==> config.mk <==
export PLATFORM = sky130hd
export DESIGN_NAME = dmem_arbiter_flat
export DESIGN_NICKNAME = d
export VERILOG_FILES = /design/src/rtl/dmem_arb_pkg.sv /design/src/rtl/dmem_arb_if.sv /design/src/rtl/dmem_resp_router.sv /design/src/rtl/dmem_arbiter.sv /design/src/flat_wrapper.sv
export SDC_FILE = /design/constraint.sdc
export NUM_CORES = 1
export LEC_CHECK = 0
export ABC_AREA = 1
export CAP_MARGIN = 20
export CORE_AREA = 2 2 123 125
export DETAILED_ROUTE_END_ITERATION = 16
export DIE_AREA = 0 0 125 127
export PLACE_DENSITY = 0.73
export SYNTH_ARGS = -nofsm -noshare
export SYNTH_HDL_FRONTEND = slang
export SYNTH_SLANG_ARGS = --single-unit
==> constraint.sdc <==
create_clock -name clk -period 2.1 [get_ports clk]
set_clock_uncertainty 0.05 [all_clocks]
set_input_delay 0.63 -clock clk [delete_from_list [all_inputs] [get_ports clk]]
set_output_delay 0.63 -clock clk [all_outputs]
set_load 0.01 [all_outputs]
==> src/rtl/dmem_arb_pkg.sv <==
// Shared types and defaults for the data-memory arbiter between the core and
// the accelerator: FSM state encoding, read-owner encoding and the default
// starvation limit.
package dmem_arb_pkg;

  // The state records who owned the grant in the previous cycle.
  typedef enum logic [1:0] {
    IDLE     = 2'd0,
    CORE_OWN = 2'd1,
    ACC_OWN  = 2'd2
  } state_e;

  // Owner of an outstanding read, used to steer the response.
  typedef enum logic {
    OWN_CORE = 1'b0,
    OWN_ACC  = 1'b1
  } owner_e;

  // Number of consecutive losing accelerator cycles before it is forced in.
  localparam int STARVE_LIMIT_DEF = 4;

endpackage : dmem_arb_pkg

==> src/rtl/dmem_arb_if.sv <==
// Bundle of the core, accelerator and memory-side signals of the data-memory
// arbiter. The slave modport is the arbiter's view; the master modport is the
// view of the requesters together with the memory.
interface dmem_arb_if #(
  parameter int ADDR_W = 32,
  parameter int DATA_W = 32
);
  localparam int MASK_W = DATA_W / 8;

  // Core port
  logic              core_req;
  logic              core_we;
  logic [ADDR_W-1:0] core_addr;
  logic [DATA_W-1:0] core_wdata;
  logic [MASK_W-1:0] core_mask;
  logic              core_gnt;
  logic              core_rvalid;
  logic [DATA_W-1:0] core_rdata;

  // Accelerator port
  logic              acc_req;
  logic              acc_lock;
  logic              acc_we;
  logic [ADDR_W-1:0] acc_addr;
  logic [DATA_W-1:0] acc_wdata;
  logic [MASK_W-1:0] acc_mask;
  logic              acc_gnt;
  logic              acc_rvalid;
  logic [DATA_W-1:0] acc_rdata;

  // Memory port
  logic              mem_cs;
  logic              mem_read;
  logic [ADDR_W-1:0] mem_addr;
  logic [DATA_W-1:0] mem_wdata;
  logic [MASK_W-1:0] mem_mask;
  logic [DATA_W-1:0] mem_rdata;

  modport slave (
    input  core_req, core_we, core_addr, core_wdata, core_mask,
    output core_gnt, core_rvalid, core_rdata,
    input  acc_req, acc_lock, acc_we, acc_addr, acc_wdata, acc_mask,
    output acc_gnt, acc_rvalid, acc_rdata,
    output mem_cs, mem_read, mem_addr, mem_wdata, mem_mask,
    input  mem_rdata
  );

  modport master (
    output core_req, core_we, core_addr, core_wdata, core_mask,
    input  core_gnt, core_rvalid, core_rdata,
    output acc_req, acc_lock, acc_we, acc_addr, acc_wdata, acc_mask,
    input  acc_gnt, acc_rvalid, acc_rdata,
    input  mem_cs, mem_read, mem_addr, mem_wdata, mem_mask,
    output mem_rdata
  );

endinterface : dmem_arb_if

==> src/rtl/dmem_resp_router.sv <==
// Read-response router: remembers which requester issued the read granted in
// the previous cycle and steers the memory's one-cycle-late data back to it.
module dmem_resp_router
  import dmem_arb_pkg::*;
#(
  parameter int DATA_W = 32
) (
  input  logic              clk,
  input  logic              rst_n,
  input  logic              core_rd,
  input  logic              acc_rd,
  input  logic [DATA_W-1:0] mem_rdata,
  output logic              core_rvalid,
  output logic              core_rdata_unused_n,
  output logic              acc_rvalid,
  output logic [DATA_W-1:0] core_rdata,
  output logic [DATA_W-1:0] acc_rdata
);

  logic   vld_p1;
  owner_e owner_p1;

  // Capture read issue and its owner; reset drops any response in flight.
  always_ff @(posedge clk or negedge rst_n) begin
    if (!rst_n) begin
      vld_p1   <= 1'b0;
      owner_p1 <= OWN_CORE;
    end else begin
      vld_p1 <= core_rd | acc_rd;
      if (core_rd | acc_rd) begin
        owner_p1 <= acc_rd ? OWN_ACC : OWN_CORE;
      end
    end
  end

  // ---- stage p1: memory data arrives, routed by the registered owner ----
  assign core_rvalid = vld_p1 && (owner_p1 == OWN_CORE);
  assign acc_rvalid  = vld_p1 && (owner_p1 == OWN_ACC);
  assign core_rdata  = mem_rdata;
  assign acc_rdata   = mem_rdata;

  // Constant-high marker; keeps the port list stable for integrators.
  assign core_rdata_unused_n = 1'b1;

endmodule : dmem_resp_router

==> src/rtl/dmem_arbiter.sv <==
// Two-requester data-memory arbiter (core vs. accelerator).
// Default build: core has priority, an accelerator locked burst is never
// interrupted, and a starvation counter forces the accelerator in after
// STARVE_LIMIT consecutive losing cycles.
// Build option: define DMEM_ARB_ROUND_ROBIN_EN to replace fixed priority and
// starvation counting by round-robin on contended cycles (acc_lock still wins).
module dmem_arbiter
  import dmem_arb_pkg::*;
#(
  parameter int ADDR_W       = 32,
  parameter int DATA_W       = 32,
  parameter int STARVE_LIMIT = STARVE_LIMIT_DEF
) (
  input  logic       clk,
  input  logic       rst_n,
  dmem_arb_if.slave  bus
);

  localparam int MASK_W = DATA_W / 8;
  localparam int CNT_W  = (STARVE_LIMIT < 1) ? 1 : $clog2(STARVE_LIMIT + 1);
  localparam logic [CNT_W-1:0] CNT_MAX = CNT_W'(STARVE_LIMIT);

  state_e            state;
  logic [CNT_W-1:0]  starve_cnt;
  logic              lock_hold;
  logic              acc_pri;
  logic              core_gnt;
  logic              acc_gnt;

  logic              mem_cs_c;
  logic              mem_read_c;
  logic [ADDR_W-1:0] mem_addr_c;
  logic [DATA_W-1:0] mem_wdata_c;
  logic [MASK_W-1:0] mem_mask_c;
  logic [ADDR_W-1:0] addr_hold;
  logic [DATA_W-1:0] wdata_hold;
  logic              router_tie;

`ifdef DMEM_ARB_ROUND_ROBIN_EN
  logic rr_acc_pri;
  logic contended;

  assign contended  = bus.core_req && bus.acc_req;
  assign starve_cnt = '0;
`else
  function automatic logic [CNT_W-1:0] sat_inc(input logic [CNT_W-1:0] v);
    return (v == CNT_MAX) ? v : v + 1'b1;
  endfunction
`endif

  // Grant decision: lock hold first, then the contention tie-break.
  always_comb begin
    lock_hold = (state == ACC_OWN) && bus.acc_req && bus.acc_lock;
`ifdef DMEM_ARB_ROUND_ROBIN_EN
    acc_pri   = rr_acc_pri;
`else
    acc_pri   = (starve_cnt == CNT_MAX);
`endif
    acc_gnt   = rst_n && bus.acc_req && (lock_hold || !bus.core_req || acc_pri);
    core_gnt  = rst_n && bus.core_req && !acc_gnt;
  end

  // Ownership FSM plus tie-break bookkeeping for the next contended cycle.
  always_ff @(posedge clk or negedge rst_n) begin
    if (!rst_n) begin
      state <= IDLE;
`ifdef DMEM_ARB_ROUND_ROBIN_EN
      rr_acc_pri <= 1'b0;
`else
      starve_cnt <= '0;
`endif
    end else begin
      if (core_gnt)     state <= CORE_OWN;
      else if (acc_gnt) state <= ACC_OWN;
      else              state <= IDLE;
`ifdef DMEM_ARB_ROUND_ROBIN_EN
      // The loser of a contended cycle gets priority next time.
      if (contended) rr_acc_pri <= core_gnt;
`else
      if (!bus.acc_req || acc_gnt) starve_cnt <= '0;
      else                         starve_cnt <= sat_inc(starve_cnt);
`endif
    end
  end

  // Memory request mux: the granted requester drives the memory this cycle.
  always_comb begin
    mem_cs_c    = core_gnt | acc_gnt;
    mem_read_c  = 1'b0;
    mem_mask_c  = '0;
    mem_addr_c  = addr_hold;
    mem_wdata_c = wdata_hold;
    if (core_gnt) begin
      mem_read_c  = !bus.core_we;
      mem_addr_c  = bus.core_addr;
      mem_wdata_c = bus.core_wdata;
      mem_mask_c  = bus.core_we ? bus.core_mask : '1;
    end else if (acc_gnt) begin
      mem_read_c  = !bus.acc_we;
      mem_addr_c  = bus.acc_addr;
      mem_wdata_c = bus.acc_wdata;
      mem_mask_c  = bus.acc_we ? bus.acc_mask : '1;
    end
  end

  // Keep the last issued address/data so idle cycles do not toggle the bus.
  always_ff @(posedge clk or negedge rst_n) begin
    if (!rst_n) begin
      addr_hold  <= '0;
      wdata_hold <= '0;
    end else if (mem_cs_c) begin
      addr_hold  <= mem_addr_c;
      wdata_hold <= mem_wdata_c;
    end
  end

  assign bus.core_gnt  = core_gnt;
  assign bus.acc_gnt   = acc_gnt;
  assign bus.mem_cs    = mem_cs_c;
  assign bus.mem_read  = mem_read_c;
  assign bus.mem_addr  = mem_addr_c;
  assign bus.mem_wdata = mem_wdata_c;
  assign bus.mem_mask  = mem_mask_c;

  dmem_resp_router #(
    .DATA_W (DATA_W)
  ) u_resp_router (
    .clk                 (clk),
    .rst_n               (rst_n),
    .core_rd             (core_gnt && !bus.core_we),
    .acc_rd              (acc_gnt && !bus.acc_we),
    .mem_rdata           (bus.mem_rdata),
    .core_rvalid         (bus.core_rvalid),
    .core_rdata_unused_n (router_tie),
    .acc_rvalid          (bus.acc_rvalid),
    .core_rdata          (bus.core_rdata),
    .acc_rdata           (bus.acc_rdata)
  );

  // The router's tie-high marker carries no information here.
  logic unused_ok;
  assign unused_ok = router_tie;

endmodule : dmem_arbiter
==> src/flat_wrapper.sv <==
// flat-port wrapper written by rule: the top's interface ports become plain ports
module dmem_arbiter_flat import dmem_arb_pkg::*;
#(
  parameter int ADDR_W       = 32,
  parameter int DATA_W       = 32,
  parameter int STARVE_LIMIT = STARVE_LIMIT_DEF
)
  (clk, rst_n, bus_core_req, bus_core_we, bus_core_addr, bus_core_wdata, bus_core_mask, bus_core_gnt, bus_core_rvalid, bus_core_rdata, bus_acc_req, bus_acc_lock, bus_acc_we, bus_acc_addr, bus_acc_wdata, bus_acc_mask, bus_acc_gnt, bus_acc_rvalid, bus_acc_rdata, bus_mem_cs, bus_mem_read, bus_mem_addr, bus_mem_wdata, bus_mem_mask, bus_mem_rdata);
  dmem_arb_if #(.ADDR_W(ADDR_W), .DATA_W(DATA_W)) bus_i ();
  input  logic clk;
  input  logic rst_n;
  input wire logic [$bits(bus_i.core_req)-1:0] bus_core_req;
  input wire logic [$bits(bus_i.core_we)-1:0] bus_core_we;
  input wire logic [$bits(bus_i.core_addr)-1:0] bus_core_addr;
  input wire logic [$bits(bus_i.core_wdata)-1:0] bus_core_wdata;
  input wire logic [$bits(bus_i.core_mask)-1:0] bus_core_mask;
  output wire logic [$bits(bus_i.core_gnt)-1:0] bus_core_gnt;
  output wire logic [$bits(bus_i.core_rvalid)-1:0] bus_core_rvalid;
  output wire logic [$bits(bus_i.core_rdata)-1:0] bus_core_rdata;
  input wire logic [$bits(bus_i.acc_req)-1:0] bus_acc_req;
  input wire logic [$bits(bus_i.acc_lock)-1:0] bus_acc_lock;
  input wire logic [$bits(bus_i.acc_we)-1:0] bus_acc_we;
  input wire logic [$bits(bus_i.acc_addr)-1:0] bus_acc_addr;
  input wire logic [$bits(bus_i.acc_wdata)-1:0] bus_acc_wdata;
  input wire logic [$bits(bus_i.acc_mask)-1:0] bus_acc_mask;
  output wire logic [$bits(bus_i.acc_gnt)-1:0] bus_acc_gnt;
  output wire logic [$bits(bus_i.acc_rvalid)-1:0] bus_acc_rvalid;
  output wire logic [$bits(bus_i.acc_rdata)-1:0] bus_acc_rdata;
  output wire logic [$bits(bus_i.mem_cs)-1:0] bus_mem_cs;
  output wire logic [$bits(bus_i.mem_read)-1:0] bus_mem_read;
  output wire logic [$bits(bus_i.mem_addr)-1:0] bus_mem_addr;
  output wire logic [$bits(bus_i.mem_wdata)-1:0] bus_mem_wdata;
  output wire logic [$bits(bus_i.mem_mask)-1:0] bus_mem_mask;
  input wire logic [$bits(bus_i.mem_rdata)-1:0] bus_mem_rdata;
  assign bus_i.core_req = bus_core_req;
  assign bus_i.core_we = bus_core_we;
  assign bus_i.core_addr = bus_core_addr;
  assign bus_i.core_wdata = bus_core_wdata;
  assign bus_i.core_mask = bus_core_mask;
  assign bus_core_gnt = bus_i.core_gnt;
  assign bus_core_rvalid = bus_i.core_rvalid;
  assign bus_core_rdata = bus_i.core_rdata;
  assign bus_i.acc_req = bus_acc_req;
  assign bus_i.acc_lock = bus_acc_lock;
  assign bus_i.acc_we = bus_acc_we;
  assign bus_i.acc_addr = bus_acc_addr;
  assign bus_i.acc_wdata = bus_acc_wdata;
  assign bus_i.acc_mask = bus_acc_mask;
  assign bus_acc_gnt = bus_i.acc_gnt;
  assign bus_acc_rvalid = bus_i.acc_rvalid;
  assign bus_acc_rdata = bus_i.acc_rdata;
  assign bus_mem_cs = bus_i.mem_cs;
  assign bus_mem_read = bus_i.mem_read;
  assign bus_mem_addr = bus_i.mem_addr;
  assign bus_mem_wdata = bus_i.mem_wdata;
  assign bus_mem_mask = bus_i.mem_mask;
  assign bus_i.mem_rdata = bus_mem_rdata;
  dmem_arbiter #(.ADDR_W(ADDR_W), .DATA_W(DATA_W), .STARVE_LIMIT(STARVE_LIMIT)) u_core (.clk(clk), .rst_n(rst_n), .bus(bus_i));
endmodule
==> metrics.md, run 1 <==
| Metric | Value |
|---|---|
| Setup crit start kind | `flip-flop` |
| Clock Tree Buf Depth | `2` |
| Max Clock Freq | `around 370 MHz` |
| Sequential power share | `31.3%` |
| Row cnt | `between 40 and 50` |
| DPL Wire Length | `a little over 10,000 µm` |
| Post-route DRC | `0` |
| Maximum vdd drop | `325.5 µV` |
| Place WS | `-1.196 ns` |
| ANT nets after route | `0` |
| Endpoint class of the critical path | `output pin` |
| Status | `complete, but fails checks` |
| Total wire length | `between 15,000 and 20,000 µm` |
| Cell area after synthesis | `around 0.0042 mm²` |
| Final hold vios | `0` |
| Slew margin rel. | `a little over two thirds` |
| Pin count of the biggest net entering global routing | `36` |
| Seq/Total Area, Yosys | `42.57%` |
| Clock Root Buffer | `clkbuf_16` |
| Post-synth top area share | `a little over two fifths` |
| Chip width | `~130 µm` |
| Initial antenna violation count | `0` |
| Fin. max-slew vios | `0` |
| Vias/cell | `between 4 and 5` |
| # diodes | `0` |
| Comb power frac | `between 30% and 40%` |
| PortBufs | `216` |
| Vias | `between 5,000 and 6,000` |
| Inserted Clock Buffers | `9` |
| Htree depth | `3` |
| Critical Path Source | `u_core.starve_cnt[0]` |
| Power density over the cells | `roughly 570 mW/mm²` |
| Leakage | `~0.0047 µW` |
| Worst Hold Class | `in2async` |
| Crit path max fanout | `7` |
| Dpl cell area | `roughly 0.0068 mm²` |
| Switching share of power | `around 30%` |
| I/O Pins | `313` |
| Worst Reg-to-Reg Cells | `13` |
| Fill count | `~1,100` |
| GRT Total Usage | `a little over a fifth` |
| Worst-skew pair later-pin latency | `approximately 0.32 ns` |
| Fin area | `slightly above 0.009 mm²` |
| Setup violations, final | `72` |
| Congestion Overflow GR | `0` |
| Required @ worst endpoint | `1.42 ns` |
| Reg2reg end | `u_core.wdata_hold[19]` |
| Vias in the first global route | `between 5,000 and 6,000` |
| Period minus WS final | `around 2.7 ns` |
| Final setup margin | `-0.6072 ns` |
| Clock-pin slew on the worst setup and hold paths | `around 0.06 ns` |
| Die Area | `about 0.016 mm²` |
| CP Class | `reg2out` |
| CTS sink cnt | `71` |
| Iteration-0 DRC Markers | `~200` |
| Unrepaired setup endpoints after global routing | `true` |
| Fin nets | `between 1,000 and 1,500` |
| FF+latch count, synth | `71` |
| YS warnings | `0` |
| Routed length per placed instance | `approximately 18 µm` |
| Reg2reg start | `u_core.starve_cnt[0]` |
| Int Power | `between 3000 and 4000 µW` |
| Post-Syn Instances | `537` |
| Area contributors post-synth | `dfrtp_1 (43%), nand3_1 (22%), nand2_1 (13%)` |
| Pre-antenna DRT Iters | `5` |
| Synth unique cells | `16` |
| First-pass GRT wire length | `about 27,000 µm` |
| Core box area | `between 0.01 and 0.015 mm²` |
| Syn Nets | `714` |
| Synth area leader | `dfrtp_1` |
| Failing checks | `setup timing` |
| Final period util | `128.9%` |
| P_sw | `between 1500 and 2000 µW` |
| Worst slew pin tran | `~0.45 ns` |
| Proportion of layout cells with a drive suffix above 1 | `52.05%` |
| Reg2reg setup slack | `roughly 0.070 ns` |
| Synth-to-Final Area Change | `119.2%` |
| Mapped Avg Cell Area | `a little under 8 µm²` |
| Initial Utilization | `28.94%` |
| Routability Congestion | `just over 0.8` |
| Clock share of power | `slightly below 30%` |
| Worst Path Arrival | `roughly 2.0 ns` |
| Max-Cap Viols | `0` |
| Die Y | `127 µm` |
| CTS tree | `built` |
metal layers:
metal / track usage [%] / vias to the layer above / part of all wire [%]
li1: - / 2374 / -
met1: 25.45 / 2442 / 39
met2: 38.91 / 249 / 52
met3: 5.653 / 42 / 6.6
met4: 7.386 / 0 / 2.8
met5: 0 / - / 0
state kept, by name, summed over array words and instances (netlist names):
name                           flops
u_core.u_resp_router.owner_p1      1
u_core.addr_hold                  32
u_core.starve_cnt                  3
u_core.u_resp_router.vld_p1        1
u_core.wdata_hold                 32
u_core.state                       2
through the flow:
| step | setup TNS (ns) | hold slack, ns | utilization (%) | power [µW] | std cells |
|---|---|---|---|---|---|
| 4_1_cts | -39.70 | 0.1709 | 58.81 | 4999 | 1022 |
| 3_3_place_gp | -87.16 | 0.4237 | 47.28 | 3132 | 950 |
| 5_1_grt | -43.66 | 0.1714 | 63.45 | 5451 | 1039 |
| 6_report | -38.11 | 0.1710 | 63.45 | 5191 | 1039 |
| 2_1_floorplan | -0.2059 | 0.2844 | - | 2326 | 537 |
| 3_5_place_dp | -90.68 | 0.4282 | 47.28 | 3149 | 950 |
layout by cell type (no fill, tap or decap), types with 2 or more instances in the layout:
master | synthesis | layout
a21oi_1 | 3 | 3
a21oi_4 | 0 | 2
buf_12 | 0 | 13
buf_16 | 0 | 9
buf_2 | 21 | 12
buf_4 | 64 | 129
buf_6 | 1 | 82
buf_8 | 3 | 6
clkbuf_1 | 3 | 2
clkbuf_16 | 0 | 11
clkdlybuf4s50_1 | 0 | 139
clkinv_2 | 0 | 3
dfrtp_1 | 71 | 71
inv_1 | 13 | 7
inv_2 | 0 | 6
nand2_1 | 145 | 81
nand2_2 | 0 | 12
nand2_4 | 0 | 50
nand2_8 | 0 | 2
nand3_1 | 184 | 91
nand3_2 | 10 | 83
nand3_4 | 0 | 20
nor2_1 | 5 | 5
o21ai_1 | 0 | 7
worst max path at each step:
stage	slack [ns]	end	cells after the start
2_1_floorplan	-0.05	bus_mem_mask[0]	7
3_3_place_gp	-1.17	bus_mem_addr[12]	9
3_5_place_dp	-1.20	bus_mem_wdata[14]	9
4_1_cts	-0.64	bus_mem_wdata[31]	12
5_1_grt	-0.69	bus_mem_addr[10]	12
6_report	-0.61	bus_mem_addr[10]	12
power groups by stage:
stage | Sequential, µW | Combinational [µW] | Clock, µW
finish | 1620 | 2040 | 1530
global route | 1640 | 2180 | 1630
CTS | 1610 | 1830 | 1560
detailed placement | 1640 | 1510 | 0
global placement | 1630 | 1500 | 0
floorplan | 1630 | 700 | 0
Yosys cell counts (all sizes together):
cell,number
o21ai,9
nand2,145
dfrtp,71
a21oi,5
nor2,5
ha,2
inv,13
nand3,194
clkbuf,3
buf,89
xnor2,1
cell families after synthesis:
kind of cell | Yosys count | synth area share (%)
compound gates | 14 | 1.858
xor+xnor | 1 | 0.2099
fa+ha+maj | 2 | 0.5994
buf+inv | 105 | 16.82
flops | 71 | 42.57
simple gates | 344 | 37.95
cell type report:
class | instances | area (µm²) | area share [%]
clock buffer | 12 | 246.5 | 2.693
multi-input combinational | 361 | 2791 | 30.50
clock inverter | 4 | 45.04 | 0.4922
tap | 184 | 230.2 | 2.516
inverter | 13 | 48.80 | 0.5332
sequential | 71 | 1777 | 19.41
timing repair buffer | 394 | 4013 | 43.85
repair_timing:
action	in CTS	in global routing
endpoints found under the setup margin	72	79
endpoints found under the hold margin	0	0
hold buffers	0	0
buffers inserted	46	21
cloned	11	2
pin swaps	23	33
resized for setup	551	110
worst max-delay path, cell delays in order (launching register included):
cell and delay, ns:
dfrtp_1 0.39, inv_2 0.08, ha_4 0.14, a21oi_4 0.06, buf_6 0.12, a21oi_4 0.18, buf_6 0.15, buf_6 0.12
buf_12 0.13, buf_6 0.10, nand2_4 0.04, nand3_4 0.07, buf_6 0.10
Power figures use the tool's default switching activity.
==> inputs of run 2 (changes only) <==
- SETUP_SLACK_MARGIN: not set -> 0.3
- clock period: 2.1 -> 2.2 ns (I/O delays scaled with it)
==> run 2 against run 1 <==
The flow still finishes with violations (setup timing); power shrank 3.1%; register-to-register slack gained 0.20 ns; combinational power increased by 6%; final area up 8.0%; sequential share of layout area fell by 1.4 points.
==> metrics.md, run 2 (synthesis gave the netlist of run 1 again) <==
| Metric | Value |
|---|---|
| Setup crit start kind | `flip-flop` |
| Unrepaired setup endpoints after global routing | `true` |
| Chip width | `125 µm (unchanged)` |
| Worst-skew pair later-pin latency | `0.33 ns (about the same)` |
| Core box area | `0.01442 mm² (unchanged)` |
| Final core utilization | `68.49% (+5.0 points)` |
| Vias/cell | `4.858 (-1.2%)` |
| First-pass GRT wire length | `26,340 µm (-4.1%)` |
| Clock Root Buffer | `clkbuf_16` |
| Met3 usage | `4.397% (-1.3 points)` |
| Commonest non-fill, non-tap cell in the layout | `clkdlybuf4s50_1` |
| Row cnt | `44 (unchanged)` |
| DPL Wire Length | `10,170 µm (+0.22%)` |
| Max Clock Freq | `371.3 MHz` |
| I/O Pins | `313 (unchanged)` |
| Crit path buf inv count | `4 (-3)` |
| Vias in the first global route | `5,060 (-5.1%)` |
| Synth-to-Final Area Change | `136.7%` |
| Iteration-0 DRC Markers | `193 (-4.0%)` |
| Worst path max stage delay | `0.36 ns (-0.03 ns)` |
| Die Area | `0.01588 mm² (unchanged)` |
| Crit path max-delay family | `simple AND/OR/NAND/NOR gates` |
| Fin. max-slew vios | `0 (unchanged)` |
| Worst slew pin tran | `0.5515 ns (+0.1038 ns)` |
| Status | `complete, but fails checks` |
| Initial antenna violation count | `0 (unchanged)` |
| Slew margin rel. | `63.23% (-6.9 points)` |
| Pre-antenna DRT Iters | `5 (unchanged)` |
| Pin count of the biggest net entering global routing | `41 (+14%)` |
| Maximum vdd drop | `355.8 µV (+9.3%)` |
| Failing checks | `setup timing` |
| Routed length per placed instance | `18.85 µm (+4.9%)` |
| Most frequent cells in the layout | `clkdlybuf4s50_1 (138), buf_4 (131), buf_6 (103)` |
| Required @ worst endpoint | `1.49 ns (+0.07 ns)` |
| Period minus WS final | `roughly 2.7 ns` |
| Clock Tree Buf Depth | `2 (unchanged)` |
| Inserted Clock Buffers | `9 (unchanged)` |
| Crit path max fanout | `8 (+1)` |
| Setup TNS Final | `-29.86 ns (+8.255 ns)` |
| CP Class | `reg2out` |
| Post-route DRC | `0 (unchanged)` |
| GRT Total Usage | `20.95% (-0.83 points)` |
| Worst Path Arrival | `1.98 ns (-0.05 ns)` |
| ANT nets after route | `0 (unchanged)` |
| Initial Utilization | `28.94% (unchanged)` |
| Clock-pin slew on the worst setup and hold paths | `0.06 ns (about the same)` |
| Setup violations, final | `72 (unchanged)` |
| Congestion Overflow GR | `0 (unchanged)` |
| Dpl cell area | `0.007176 mm² (+5.2%)` |
| Worst Hold Class | `in2async` |
| Power density over the cells | `509.2 mW/mm² (-10%)` |
| # diodes | `0 (unchanged)` |
| Total wire length | `20,040 µm (+7.4%)` |
| Met2 usage | `37.56% (-1.3 points)` |
| Fin area | `0.009879 mm² (+8.0%)` |
| GRT busiest layer | `met2` |
| Proportion of layout cells with a drive suffix above 1 | `58.25% (+6.2 points)` |
| CTS tree | `built` |
| Htree depth | `3 (unchanged)` |
| PortBufs | `216 (unchanged)` |
| Die Y | `127 µm (unchanged)` |
| Endpoint class of the critical path | `output pin` |
| Final setup margin | `-0.4934 ns (+0.1138 ns)` |
| CP max stage cell | `dfrtp_1` |
| Fin nets | `1,054 (+2.6%)` |
| Leakage | `0.005135 µW (+8.2%)` |
| Final hold vios | `0 (unchanged)` |
| Top flop regs | `u_core.addr_hold: 32 flops, u_core.wdata_hold: 32 flops, u_core.starve_cnt: 3 flops` |
| Met1 GRT Util | `25.34% (-0.11 points)` |
| Max-Cap Viols | `0 (unchanged)` |
| CTS sink cnt | `71 (unchanged)` |
| Final period util | `122.4%` |
| Cell Chain, Critical Path | `inv_2, ha_4, a21oi_4, nand2_2, nand2_4, buf_12, clkbuf_16, nand3_1, nand3_2, buf_6` |
| Vias | `5,164 (+1.1%)` |
| Routability Congestion | `0.7702 (-6.0%)` |
| Hold buffer count at CTS | `0 (unchanged)` |
[run 2: layout make-up]
type	count	area, µm²
clock inverters	2	10.01
inverters	13	61.31
fillers	1038	4544
multi-input cells	361	3033
clock buffers	11	242.7
repair buffers	421	4526
flip-flops and latches	71	1777
well taps	184	230.2
[run 2: final timing paths]
| check | from | end | slack [ns] | cells past startpoint |
|---|---|---|---|---|
| setup / recovery | u_core.starve_cnt[1] | bus_mem_addr[30] | -0.49 | 10 |
| hold reg to reg | u_core.addr_hold[10] | u_core.addr_hold[10] | 0.46 | 2 |
| max in group asynchronous | rst_n | u_core.addr_hold[1] | 0.71 | 4 |
| hold / removal | rst_n | u_core.starve_cnt[0] | 0.46 | 3 |
| setup reg to reg | u_core.starve_cnt[1] | u_core.wdata_hold[24] | 0.27 | 13 |
| min in group clk | u_core.addr_hold[10] | u_core.addr_hold[10] | 0.46 | 2 |
[run 2: where the power goes]
part           switching (µW)  internal (µW)
clock network             538            772
logic                     940           1230
registers                63.1           1490
[run 2: worst reg2reg max path, stage by stage (launching register included)]
cell     delay (ns)
dfrtp_1        0.39
inv_2          0.07
ha_4           0.15
a21oi_4        0.06
buf_6          0.12
a21oi_4        0.16
buf_6          0.15
buf_12         0.12
buf_16         0.15
nand2_4        0.07
buf_6          0.11
buf_6          0.10
buf_6          0.10
nand3_2        0.05
[run 2: timing repair]
item / CTS / global route
endpoints found under the hold margin: 0 / 0
setup endpoints to repair: 132 / 86
gates cloned: 13 / 7
setup buffers: 30 / 35
resized for setup: 451 / 222
pin swaps: 18 / 40
[run 2: per-stage QoR]
stage          total power [µW]  cells  hold slack, ns  setup WS, ns
2_1_floorplan              2283    537          0.3144       0.09848
4_1_cts                    4662   1021          0.4459       -0.5323
3_3_place_gp               3108    965          0.4242        -1.180
6_report                   5031   1063          0.4577       -0.4934
3_5_place_dp               3128    965          0.4311        -1.184
5_1_grt                    5258   1063          0.4788       -0.5915
[run 2: per-layer routing]
layer / wire length (µm) / share of wire (%) / vias up
met5: 0 / 0 / -
met4: 426 / 2.1 / 0
met3: 1067 / 5.3 / 40
met2: 10840 / 54 / 200
met1: 7706 / 38 / 2497
li1: - / - / 2427
==> inputs of run 3 (changes only) <==
- REMOVE_ABC_BUFFERS: not set -> 1
==> run 3 against run 2 <==
The flow still finishes with violations (setup timing); maximum frequency decreased by 1.7%; final area decreased by 8.0%; critical path depth increased by 2; combinational power decreased by 9%; register-to-register slack got worse by 0.47 ns; clock power increased by 24%; largest power group unchanged; worst hold slack got worse by 0.12 ns; via count increased by 0.37%.
==> metrics.md, run 3 (synthesis gave the netlist of run 1 again) <==
| Metric | Value |
|---|---|
| Status | `complete, but fails checks` |
| Failing checks | `setup timing` |
| Fin area | `0.009089 mm² (-8.0%)` |
| CP dominant cell by count | `buf_6` |
| Pin count of the biggest net entering global routing | `40 (-2.4%)` |
| Crit path buf inv count | `7 (+3)` |
| Final period util | `124.5% (+2.1 points)` |
| Maximum vdd drop | `349.9 µV (-1.7%)` |
| Fill count | `1,121 (+8.0%)` |
| Clock-pin slew on the worst setup and hold paths | `0.06 ns (about the same)` |
| Iteration-0 DRC Markers | `271 (+40%)` |
| Proportion of layout cells with a drive suffix above 1 | `48.13% (-10 points)` |
| Fin. max-slew vios | `0 (unchanged)` |
| Post-route DRC | `0 (unchanged)` |
| CTS sink cnt | `71 (unchanged)` |
| ANT nets after route | `0 (unchanged)` |
| First-pass GRT wire length | `29,940 µm (+14%)` |
| Required @ worst endpoint | `1.49 ns (about the same)` |
| Final core utilization | `63.01% (-5.5 points)` |
| Synth-to-Final Area Change | `117.7%` |
| Commonest non-fill, non-tap cell in the layout | `clkdlybuf4s50_1` |
| Initial antenna violation count | `0 (unchanged)` |
| Worst hold slack | `0.3360 ns (-0.1217 ns)` |
| Setup violations, final | `73 (+1.4%)` |
| Final setup margin | `-0.5391 ns (-0.04568 ns)` |
| Worst-skew pair later-pin latency | `0.33 ns (about the same)` |
| Routability Congestion | `0.7998 (+3.8%)` |
| Endpoint class of the critical path | `output pin` |
| Core box area | `0.01442 mm² (unchanged)` |
| CTS tree | `built` |
| Die Y | `127 µm (unchanged)` |
| Power density over the cells | `566.8 mW/mm² (+11%)` |
| Crit path max-delay family | `buffers and inverters` |
| Max-Cap Viols | `0 (unchanged)` |
| Congestion Overflow GR | `0 (unchanged)` |
| Pre-antenna DRT Iters | `5 (unchanged)` |
| Htree depth | `3 (unchanged)` |
| Worst slew pin tran | `0.5349 ns (-0.01666 ns)` |
| CP Class | `reg2out` |
| Slew margin rel. | `64.34% (+1.1 points)` |
| Dpl cell area | `0.006610 mm² (-7.9%)` |
| Fin nets | `1,003 (-4.8%)` |
| Max Clock Freq | `365.1 MHz (-1.7%)` |
| Worst Hold Class | `in2async` |
| Reg2reg setup slack | `-0.20 ns (-0.47 ns)` |
| I/O Pins | `313 (unchanged)` |
| Clock Tree Buf Depth | `2 (unchanged)` |
| Worst path max stage delay | `0.36 ns (about the same)` |
| Total wire length | `21,880 µm (+9.2%)` |
| Final hold vios | `0 (unchanged)` |
| # diodes | `0 (unchanged)` |
| Period minus WS final | `2.739 ns (+0.04568 ns)` |
| Row cnt | `44 (unchanged)` |
| PortBufs | `216 (unchanged)` |
| Place WS | `-1.112 ns (+0.07200 ns)` |
| Unrepaired setup endpoints after global routing | `true` |
| Most frequent cells in the layout | `clkdlybuf4s50_1 (138), nand3_1 (107), nand2_1 (91)` |
| CP max stage cell | `dfrtp_1` |
| Chip width | `125 µm (unchanged)` |
| Vias/cell | `5.106 (+5.1%)` |
| Crit path max fanout | `7 (-1)` |
| Initial Utilization | `28.94% (unchanged)` |
| Cell Chain, Critical Path | `inv_2, ha_4, a21oi_4, buf_6, a21oi_4, buf_6, buf_12, buf_16, buf_12, nand2_4, nand3_2, buf_6` |
| Worst Path Arrival | `2.03 ns (+0.05 ns)` |
| Vias | `5,183 (+0.37%)` |
| Routed length per placed instance | `21.56 µm (+14%)` |
| Leakage | `0.004690 µW (-8.7%)` |
| Hold buffer count at CTS | `0 (unchanged)` |
| Vias in the first global route | `5,113 (+1.0%)` |
| GRT Total Usage | `24.92% (+4.0 points)` |
| Top flop regs | `u_core.addr_hold: 32 flops, u_core.wdata_hold: 32 flops, u_core.starve_cnt: 3 flops` |
| DPL Wire Length | `11,860 µm (+17%)` |
| Clock Root Buffer | `clkbuf_16` |
| Die Area | `0.01588 mm² (unchanged)` |
| Setup crit start kind | `flip-flop` |
| Inserted Clock Buffers | `9 (unchanged)` |
run 3: cell types whose count changed in the layout (fill, tap and decap cells not counted), sizes merged:
cell | before | now
clkbuf | 18 | 16
buf | 272 | 224
dlygate4sd2 | 2 | 3
clkinv | 2 | 1
bufinv | 0 | 2
run 3: final timing paths:
kind / from / endpoint / cells past startpoint
worst min-delay path: rst_n / u_core.starve_cnt[2] / 2
min in group clk: u_core.wdata_hold[4] / u_core.wdata_hold[4] / 2
worst max-delay path: u_core.starve_cnt[0] / bus_mem_wdata[8] / 12
worst max register to register: u_core.starve_cnt[0] / u_core.addr_hold[10] / 18
worst min register to register: u_core.wdata_hold[4] / u_core.wdata_hold[4] / 2
max in group asynchronous: rst_n / u_core.addr_hold[11] / 3
run 3: final cells by class:
class,instances,area [µm²],area share [%]
repair buffers,370,4104,45.15
multi-input cells,361,2601,28.62
flip-flops and latches,71,1777,19.55
clock buffers,13,260.3,2.863
well taps,184,230.2,2.533
clock inverters,3,65.06,0.7159
inverters,13,51.30,0.5644
run 3: through the flow:
stage          setup TNS, ns  cells  power, µW
4_1_cts               -32.88    995       4852
5_1_grt               -38.47   1015       5402
3_3_place_gp          -72.51    922       2952
2_1_floorplan        -344.29    445       2078
3_5_place_dp          -73.29    922       2970
6_report              -31.94   1015       5152
run 3: metal layers:
| metal | global-route usage [%] | wire length, µm |
|---|---|---|
| met5 | 7.121 | 134 |
| met4 | 6.013 | 371 |
| met3 | 14.99 | 2702 |
| met2 | 37.79 | 10500 |
| met1 | 29.70 | 8176 |
run 3: timing repair:
action / in CTS / in global routing
pin swaps: 8 / 15
gates cloned: 17 / 3
gates resized for setup: 464 / 160
buffers inserted: 40 / 17
setup endpoints to repair: 75 / 80
run 3: where the power goes:
group          internal [µW]  switching [µW]  total (µW)
Combinational           1110             871        1980
Sequential              1490            57.3        1550
Clock                   1050             572        1630
Total                   3650            1500        5150
